==> config.mk <==
export PLATFORM = sky130hd
export DESIGN_NAME = tcdm_bank_adapter
export DESIGN_NICKNAME = d
export VERILOG_FILES = /design/src/rtl/tcdm_bank_pkg.sv /design/src/rtl/tcdm_amo_alu.sv /design/src/rtl/tcdm_bank_adapter.sv
export SDC_FILE = /design/constraint.sdc
export NUM_CORES = 1
export LEC_CHECK = 0
export ABC_CLOCK_PERIOD_IN_PS = 5390
export BUFFER_PORTS_ARGS = -buffer_cell sky130_fd_sc_hd__buf_2
export CORE_MARGIN = 3
export CORE_UTILIZATION = 25
export DETAILED_ROUTE_END_ITERATION = 8
export PLACE_DENSITY = 0.43
export SLEW_MARGIN = 30
export SYNTH_ARGS = -nofsm -noshare
export SYNTH_HDL_FRONTEND = slang
export SYNTH_SLANG_ARGS = --single-unit
==> constraint.sdc <==
create_clock -name clk_i -period 5.39 [get_ports clk_i]
set_input_delay 1.078 -clock clk_i [delete_from_list [all_inputs] [get_ports clk_i]]
set_output_delay 1.078 -clock clk_i [all_outputs]
set_load 0.02 [all_outputs]
==> src/rtl/tcdm_bank_pkg.sv <==
// Shared types for the TCDM bank adapter: AMO opcodes and the AMO sequencing FSM states.
package tcdm_bank_pkg;

  typedef enum logic [2:0] {
    AMO_NONE = 3'd0,
    AMO_SWAP = 3'd1,
    AMO_ADD  = 3'd2,
    AMO_AND  = 3'd3,
    AMO_OR   = 3'd4,
    AMO_MAXU = 3'd5
  } amo_op_e;

  typedef enum logic {
    IDLE   = 1'b0,
    AMO_WR = 1'b1
  } state_e;

endpackage

==> src/rtl/tcdm_amo_alu.sv <==
// Combinational AMO datapath: new value from the old memory word and the request operand.
module tcdm_amo_alu
  import tcdm_bank_pkg::*;
#(
  parameter int unsigned DataWidth = 32
) (
  input  amo_op_e              op_i,
  input  logic [DataWidth-1:0] old_i,
  input  logic [DataWidth-1:0] operand_i,
  output logic [DataWidth-1:0] new_o
);

  always_comb begin
    new_o = old_i;
    case (op_i)
      AMO_SWAP: new_o = operand_i;
      AMO_ADD:  new_o = old_i + operand_i;
      AMO_AND:  new_o = old_i & operand_i;
      AMO_OR:   new_o = old_i | operand_i;
      AMO_MAXU: new_o = (old_i > operand_i) ? old_i : operand_i;
      default:  new_o = old_i;
    endcase
  end

endmodule

==> src/rtl/tcdm_bank_adapter.sv <==
// TCDM bank endpoint: req/gnt network port to a 1-cycle single-port SRAM, fixed-latency
// responses, and AMO read-modify-write that stalls the grant for one cycle.
module tcdm_bank_adapter
  import tcdm_bank_pkg::*;
#(
  parameter int unsigned NumWords  = 1024,
  parameter int unsigned DataWidth = 32,
  parameter int unsigned RespLat   = 1,
  parameter int unsigned AmoEn     = 1,
  localparam int unsigned AddrW    = $clog2(NumWords),
  localparam int unsigned BeW      = DataWidth / 8
) (
  input  logic                 clk_i,
  input  logic                 rst_ni,
  input  logic                 req_i,
  output logic                 gnt_o,
  input  logic [AddrW-1:0]     add_i,
  input  logic                 wen_i,
  input  logic [BeW-1:0]       be_i,
  input  logic [2:0]           amo_i,
  input  logic [DataWidth-1:0] wdata_i,
  output logic [DataWidth-1:0] rdata_o,
  output logic                 sram_req_o,
  output logic                 sram_we_o,
  output logic [AddrW-1:0]     sram_addr_o,
  output logic [BeW-1:0]       sram_be_o,
  output logic [DataWidth-1:0] sram_wdata_o,
  input  logic [DataWidth-1:0] sram_rdata_i
);

  state_e               state_q;
  logic [AddrW-1:0]     addr_q;
  logic [DataWidth-1:0] amo_new;
  logic                 rvld_d, rvld_q;
  logic [DataWidth-1:0] resp_s0;

  if (AmoEn != 0) begin : g_amo
    amo_op_e              op_q;
    logic [DataWidth-1:0] opnd_q;
    state_e               state_d;
    logic                 amo_go;

    assign amo_go = rst_ni && (state_q == IDLE) && req_i && !wen_i &&
                    (amo_i != AMO_NONE);

    always_comb begin
      state_d = state_q;
      case (state_q)
        IDLE:   if (amo_go) state_d = AMO_WR;
        AMO_WR: state_d = IDLE;
      endcase
    end

    always_ff @(posedge clk_i or negedge rst_ni) begin
      if (!rst_ni) begin
        state_q <= IDLE;
        op_q    <= AMO_NONE;
        addr_q  <= '0;
        opnd_q  <= '0;
      end else begin
        state_q <= state_d;
        if (amo_go) begin
          op_q   <= amo_op_e'(amo_i);
          addr_q <= add_i;
          opnd_q <= wdata_i;
        end
      end
    end

    // The read issued at grant lands on sram_rdata_i exactly in the AMO_WR cycle.
    tcdm_amo_alu #(.DataWidth(DataWidth)) i_alu (
      .op_i      (op_q),
      .old_i     (sram_rdata_i),
      .operand_i (opnd_q),
      .new_o     (amo_new)
    );
  end else begin : g_no_amo
    logic unused_amo;
    assign unused_amo = ^amo_i;
    assign state_q    = IDLE;
    assign addr_q     = '0;
    assign amo_new    = '0;
  end

  // Gating on rst_ni keeps gnt/SRAM quiet during reset and drops an in-flight AMO write.
  always_comb begin
    gnt_o        = 1'b0;
    sram_req_o   = 1'b0;
    sram_we_o    = 1'b0;
    sram_addr_o  = add_i;
    sram_be_o    = '1;
    sram_wdata_o = wdata_i;
    rvld_d       = 1'b0;
    if (rst_ni) begin
      case (state_q)
        IDLE: begin
          gnt_o      = req_i;
          sram_req_o = req_i;
          sram_we_o  = wen_i;
          if (wen_i) sram_be_o = be_i;
          rvld_d     = req_i & ~wen_i;
        end
        AMO_WR: begin
          sram_req_o   = 1'b1;
          sram_we_o    = 1'b1;
          sram_addr_o  = addr_q;
          sram_wdata_o = amo_new;
        end
      endcase
    end
  end

  always_ff @(posedge clk_i or negedge rst_ni) begin
    if (!rst_ni) rvld_q <= 1'b0;
    else         rvld_q <= rvld_d;
  end

  assign resp_s0 = rvld_q ? sram_rdata_i : '0;

  if (RespLat <= 1) begin : g_no_pipe
    assign rdata_o = resp_s0;
  end else begin : g_pipe
    logic [RespLat-2:0][DataWidth-1:0] pipe_q;

    always_ff @(posedge clk_i or negedge rst_ni) begin
      if (!rst_ni) begin
        pipe_q <= '0;
      end else begin
        pipe_q[0] <= resp_s0;
        for (int i = 1; i < int'(RespLat) - 1; i++) pipe_q[i] <= pipe_q[i-1];
      end
    end

    assign rdata_o = pipe_q[RespLat-2];
  end

endmodule

==> summary.txt, run 1 <==
Global route
  – Vias in the first global route: roughly 7,400
  – Largest net degree at the start of global routing: 38
  – Overall routing resource usage: between 15 and 20%
  – First-pass GRT wire length: 41.5 mm
  – Initial antenna violation count: 2
  – Overflow after GRT: 0

Pwr
  – Static Leak: between 4 and 5 nW
  – PwrDens: 270 nW/µm²
  – Maximum vdd drop: 128 µV

Critical path
  – FF-to-FF setup slack: 2880 ps
  – FF-to-FF path depth: 7
  – Crit path buf inv count: 4
  – Worst EP arrival: 4150 ps
  – Startpoint Class: primary input
  – Max stage delay on crit path: 620 ps
  – CP delay by family, top: compound AO/OA/AOI/OAI gates
  – FF-to-FF End: g_amo.opnd_q[12]
  – Critical-path top delay cell: nor4_1
  – CP Class: primary input to output port
  – Crit path cell chain: buf_2 > inv_1 > ha_1 > inv_1 > a21oi_1 > a21oi_1 > nor4_1 > o22a_4 > mux2i_1 > a2111oi_0 > a311oi_1 > buf_2
  – CP Max Fanout: 7
  – Crit. End Element: output port
  – Reg2Reg Launch Point: state_q
  – Worst EP required: 4310 ps

Clock network
  – Post-CTS Setup Bufs: 0
  – Clock tree from TritonCTS: yes
  – Resized cells post-CTS: 0
  – CTS buffer count: 5
  – Clock-pin slew on the worst setup and hold paths: 80 ps
  – Clock latency on the worst-skew pair: 310 ps
  – Clock root cell: clkbuf_16
  – Max clock buf depth: 2
  – H-tree depth: 2
  – Hold_buf cts: 0
  – # clock sinks: 47

Floorplanning
  – Die height: 171 µm
  – Die Span X: 171 µm
  – Starting Density: 25.8%
  – FP Rows: between 50 and 60
  – DIE AREA: 29,400 µm²
  – # IOs: 166
  – Core box area: roughly 27,000 µm²

Final layout
  – Layout cells sized above 1: 21.6%
  – Multi-input logic area: 5110 µm²
  – Area growth syn-to-layout: 22.5%
  – Seq. cell area: between 1000 and 1500 µm²
  – Final core utilization: 31.7%
  – Layout filler cell count: 2,926
  – N_diodes: 0
  – Net count, final: 1,318

Min path
  – Worst min path class: flop to flop
  – Min-Delay Endpoint: addr_q[8]
  – Hold_sp: addr_q[8]
  – Hold path depth: 2

Synthesis
  – Syn Std Cell Area: 6850 µm²
  – Asr flop ratio synth: 100%
  – Top cells by area, synth: ha_1 18%, dfrtp_1 17%, nand2_1 8.5%
  – Synth warn: 0
  – Post-synth top cells: 155 x nand2_1, 106 x a21oi_1, 96 x ha_1
  – Post-synth EDFFs: 0
  – Synthesized area per cell: 7.04 µm²
  – Yosys reg bits: 47
  – Fraction of the yosys area taken by sequential cells: 17.2%
  – Mapped Nets: around 1,200
  – Share of the synthesized area in the top cell type: between 10% and 20%
  – Synth unique cells: 67
  – Count leader, synth: nand2_1
  – Area leader, netlist: ha_1
  – Mapped Cells: 972
  – Dominant synthesized flop cell: dfrtp_1

STA
  – Slew Limit Fails: 0
  – Worst Tran Pin Value: a little over 700 ps
  – Max Fclk: 191 MHz
  – Tcrit/Tclk final: 97.0%
  – Worst path setup slack after routing: 164 ps
  – Setup-failing EPs final: 0
  – Tmin final: 5230 ps
  – RSZ-0062 raised after global routing: false
  – Worst clock skew: 9.51 ps
  – Fin Setup TNS: 0 ps
  – Slew HR: 51.9%
  – Final Hold Vio Count: 0

Placed design
  – GP Congestion: 0.831
  – Final HPWL DP: between 20 and 25 mm
  – PortBufs: 165
  – Post-Place Setup Slack: approximately 160 ps

Routing
  – Drt drc: 0
  – Final wirelength: 26.4 mm
  – DR vias: 7,393
  – DR pass1 iterations: 5
  – Vias per cell: ~5
  – First DRT Iteration DRCs: approximately 380
  – DR WL/cell: roughly 18 µm
  – Antenna Violating Nets Remaining: 0

Outcome
  – Status: finished, final reports clean

Flow run
  – Max-cap violations: 0
## where the power goes
group	internal (mW)	switching, mW	total, mW
logic	0.547	0.870	1.42
registers	0.421	0.0677	0.489
clock network	0.177	0.184	0.360
total	1.14	1.12	2.27
## kinds of logic after synthesis
kind of cell | count (synthesis) | share of synthesized area [%]
compound gates | 327 | 30.0
simple gates | 325 | 22.0
buf+inv | 141 | 8.28
fa+ha+maj | 97 | 17.8
flops | 47 | 17.2
xor+xnor | 21 | 2.69
mux | 14 | 2.05
## how the worst max path moves through the flow
| stage | startpoint | endpoint | slack, ps | depth (start not counted) |
|---|---|---|---|---|
| 2_1_floorplan | sram_rdata_i[25] | sram_wdata_o[6] | 500 | 12 |
| 3_3_place_gp | sram_rdata_i[19] | sram_wdata_o[5] | 200 | 12 |
| 3_5_place_dp | sram_rdata_i[19] | sram_wdata_o[25] | 160 | 12 |
| 4_1_cts | sram_rdata_i[19] | sram_wdata_o[25] | 160 | 12 |
| 5_1_grt | sram_rdata_i[25] | sram_wdata_o[13] | 20 | 13 |
| 6_report | sram_rdata_i[19] | sram_wdata_o[5] | 160 | 12 |
## tightest hold or removal path: cells and delay by family, from the launching register on
| family | cells | cell delay [ps] |
|---|---|---|
| DFF | 1 | 350 |
| and+or+nand+nor | 2 | 110 |
## layer usage
metal,vias up,track usage [%],part of all wire (%)
li1,3732,-,-
met1,3438,25.2,49
met2,189,29.2,45
met3,30,2.44,4.1
met4,4,4.02,1.9
met5,-,0,0.080
## layout by cell type, fill, tap and decap left out, types with 6 or more instances in the layout
master      n
dfrtp_1    47
nand3_1    11
a211oi_1   13
buf_4      52
ha_1       96
and2_1     37
nor3_1     18
a21o_1     12
nor4_1      8
nand2_1   155
a221oi_1   20
a31oi_1     9
nor2_1     53
mux2i_1    14
o21bai_1    6
xnor2_1    16
o31ai_1     6
o21a_1      6
o21ai_0    92
o211ai_1    9
inv_1      79
o22ai_1     6
nor2b_1    10
buf_2     165
a21oi_1   106
## stage by stage
step | area, µm² | hold WS, ps | power [mW] | cells
finish | 8390 | 483 | 2.27 | 1472
detailed placement | 8240 | 462 | 1.91 | 1464
floorplan | 6850 | 446 | 1.42 | 972
global route | 8390 | 498 | 2.47 | 1472
global placement | 8240 | 462 | 1.92 | 1464
CTS | 8390 | 483 | 2.29 | 1472
## registers in the layout (all words and copies together) (netlist names)
name and count:
g_amo.opnd_q 32, state_q 1, g_amo.op_q 3, rvld_q 1, addr_q 10
## final cells by class
class / instances / area share [%]
multi-input cells: 784 / 60.9
repair buffers: 218 / 14.7
flip-flops and latches: 47 / 14.0
well taps: 335 / 5.00
inverters: 80 / 3.58
clock buffers: 5 / 1.49
clock inverters: 3 / 0.298
Power figures use the tool's default switching activity.
==> inputs of run 2 (changes only) <==
CORE_ASPECT_RATIO = 0.6   (was default)
==> summary.txt, run 2 (synthesis gave the netlist of run 1 again) <==
Outcome
  – Status: finished, final reports clean (unchanged)

Floorplanning
  – Core box area: 26,600 µm² (was 26,500 µm²)
  – Die Span X: 220 µm (was 171 µm)
  – DIE AREA: 29,500 µm² (was 29,400 µm²)
  – FP Rows: 46 (was 59)
  – # IOs: 166 (unchanged)
  – Die height: 134 µm (was 171 µm)
  – Starting Density: 25.7% (was 25.8%)

Placed design
  – GP Congestion: 0.859 (was 0.831)
  – Final HPWL DP: 22.0 mm (was 20.6 mm)
  – Post-Place Setup Slack: 67.4 ps (was 163 ps)
  – PortBufs: 165 (unchanged)

Routing
  – DR WL/cell: 18.7 µm (was 17.9 µm)
  – Final wirelength: 28.1 mm (was 26.4 mm)
  – First DRT Iteration DRCs: 586 (was 377)
  – Drt drc: 0 (unchanged)
  – Vias per cell: 5.00 (was 5.02)
  – DR vias: 7,524 (was 7,393)
  – Antenna Violating Nets Remaining: 0 (unchanged)
  – DR pass1 iterations: 5 (unchanged)

Global route
  – Vias in the first global route: 7,033 (was 7,387)
  – Global-route met1 utilization: 31.9% (was 25.2%)
  – Largest net degree at the start of global routing: 36 (was 38)
  – Layer with the highest usage: met1 (was met2)
  – Met3 Use GR: 4.19% (was 2.44%)
  – First-pass GRT wire length: 43.0 mm (was 41.5 mm)
  – Overall routing resource usage: 18.9% (was 17.9%)
  – GRT met2 Usage: 23.9% (was 29.2%)
  – Overflow after GRT: 0 (unchanged)
  – Initial antenna violation count: 1 (was 2)

STA
  – Worst clock skew: 4.04 ps (was 9.51 ps)
  – Setup-failing EPs final: 0 (unchanged)
  – Worst path setup slack after routing: 90.1 ps (was 164 ps)
  – RSZ-0062 raised after global routing: false (unchanged)
  – Slew Limit Fails: 0 (unchanged)
  – Final Hold Vio Count: 0 (unchanged)
  – Worst Tran Pin Value: 881 ps (was 720 ps)
  – Max Fclk: 189 MHz (was 191 MHz)
  – Slew HR: 40.7% (was 51.9%)
  – Tcrit/Tclk final: 98.3% (was 97.0%)
  – Tmin final: 5300 ps (was 5230 ps)
  – Fin Setup TNS: 0 ps (unchanged)

Critical path
  – Worst setup startpoint: sram_rdata_i[13] (was sram_rdata_i[19])
  – Crit. End Element: output port (unchanged)
  – CP Class: primary input to output port (unchanged)
  – Reg2Reg Launch Point: state_q (unchanged)
  – Worst EP required: 4310 ps (about the same)
  – FF-to-FF path depth: 7 (unchanged)
  – Worst EP arrival: 4220 ps (was 4150 ps)
  – Startpoint Class: primary input (unchanged)
  – FF-to-FF End: g_amo.opnd_q[23] (was g_amo.opnd_q[12])
  – CP endpoint: sram_wdata_o[5] (unchanged)
  – FF-to-FF setup slack: 2950 ps (was 2880 ps)
  – CP Max Fanout: 12 (was 7)

Pwr
  – Maximum vdd drop: 110 µV (was 128 µV)
  – Static Leak: 4.18 nW (was 4.13 nW)
  – PwrDens: 271 nW/µm² (was 270 nW/µm²)

Final layout
  – Net count, final: 1,326 (was 1,318)
  – Area growth syn-to-layout: 24.6% (was 22.5%)
  – Top flop regs: g_amo.opnd_q (32), addr_q (10), g_amo.op_q (3) (unchanged)
  – Largest Register: g_amo.opnd_q (unchanged)
  – Layout filler cell count: 2,920 (was 2,926)
  – N_diodes: 0 (unchanged)
  – Most common cell after layout, fill and taps aside: buf_2 (unchanged)
  – Layout cells sized above 1: 22.4% (was 21.6%)
  – Number of flip-flops in the largest register: 32 (unchanged)
  – Most frequent cells in the layout: 165 x buf_2, 155 x nand2_1, 106 x a21oi_1, 96 x ha_1, 91 x o21ai_0 (was 165 x buf_2, 155 x nand2_1, 106 x a21oi_1, 96 x ha_1, 92 x o21ai_0)

Clock network
  – H-tree depth: 2 (unchanged)
  – Post-CTS Setup Bufs: 0 (unchanged)
  – Clock tree from TritonCTS: yes (unchanged)
  – Clock-pin slew on the worst setup and hold paths: 80 ps (about the same)
  – Clock root cell: clkbuf_16 (unchanged)
  – Max clock buf depth: 2 (unchanged)
  – Clock latency on the worst-skew pair: 320 ps (was 310 ps)
  – CTS buffer count: 5 (unchanged)
  – # clock sinks: 47 (unchanged)

Flow run
  – Max-cap violations: 0 (unchanged)

Min path
  – Worst min path class: flop to flop (unchanged)
-- run 2: per-layer routing --
metal	share of wire (%)	wire [µm]
met1	56	15800
met3	7.6	2140
met2	35	9950
met5	0	0
met4	0.94	265
-- run 2: worst max-delay path, stage by stage --
cell	delay, ps
buf_2	90
inv_1	50
ha_1	330
nor4_1	770
nand3_1	200
a21oi_1	250
nor4_1	140
o22a_4	240
buf_4	210
mux2i_1	140
a2111oi_0	430
a311oi_1	90
buf_2	200
-- run 2: worst min path at each step --
stage | slack (ps) | cells past startpoint | from | endpoint
after detailed placement | 470 | 2 | addr_q[7] | addr_q[7]
final | 480 | 2 | addr_q[2] | addr_q[2]
after CTS | 490 | 2 | addr_q[6] | addr_q[6]
after global routing | 510 | 2 | addr_q[8] | addr_q[8]
after floorplan | 450 | 2 | addr_q[0] | addr_q[0]
after global placement | 460 | 2 | addr_q[1] | addr_q[1]
-- run 2: final cells by class --
class | count | area (µm²) | area share, %
clock buffers | 5 | 125 | 1.47
clock inverters | 3 | 22.5 | 0.264
inverters | 80 | 300 | 3.52
multi-input cells | 784 | 5120 | 60.1
flip-flops and latches | 47 | 1180 | 13.8
well taps | 360 | 450 | 5.28
repair buffers | 226 | 1330 | 15.6
-- run 2: per-stage QoR --
step	instances	hold slack, ps	instance area [µm²]	utilization [%]	power (mW)
floorplan	972	446	6850	-	1.42
global placement	1497	459	8370	31.4	1.95
detailed placement	1497	466	8380	31.4	1.94
CTS	1505	486	8530	32.0	2.32
global route	1505	508	8530	32.0	2.52
finish	1505	481	8530	32.0	2.32
-- run 2: where the power goes --
group | switching, mW | leakage, nW | internal (mW)
Combinational | 0.908 | 3.53 | 0.566
Clock | 0.183 | 0.0742 | 0.175
Sequential | 0.0636 | 0.582 | 0.421
Total | 1.15 | 4.18 | 1.16
-- run 2: timing repair --
item	CTS	global route
hold buffers	0	0
resized for setup	0	2
setup endpoints to repair	0	1
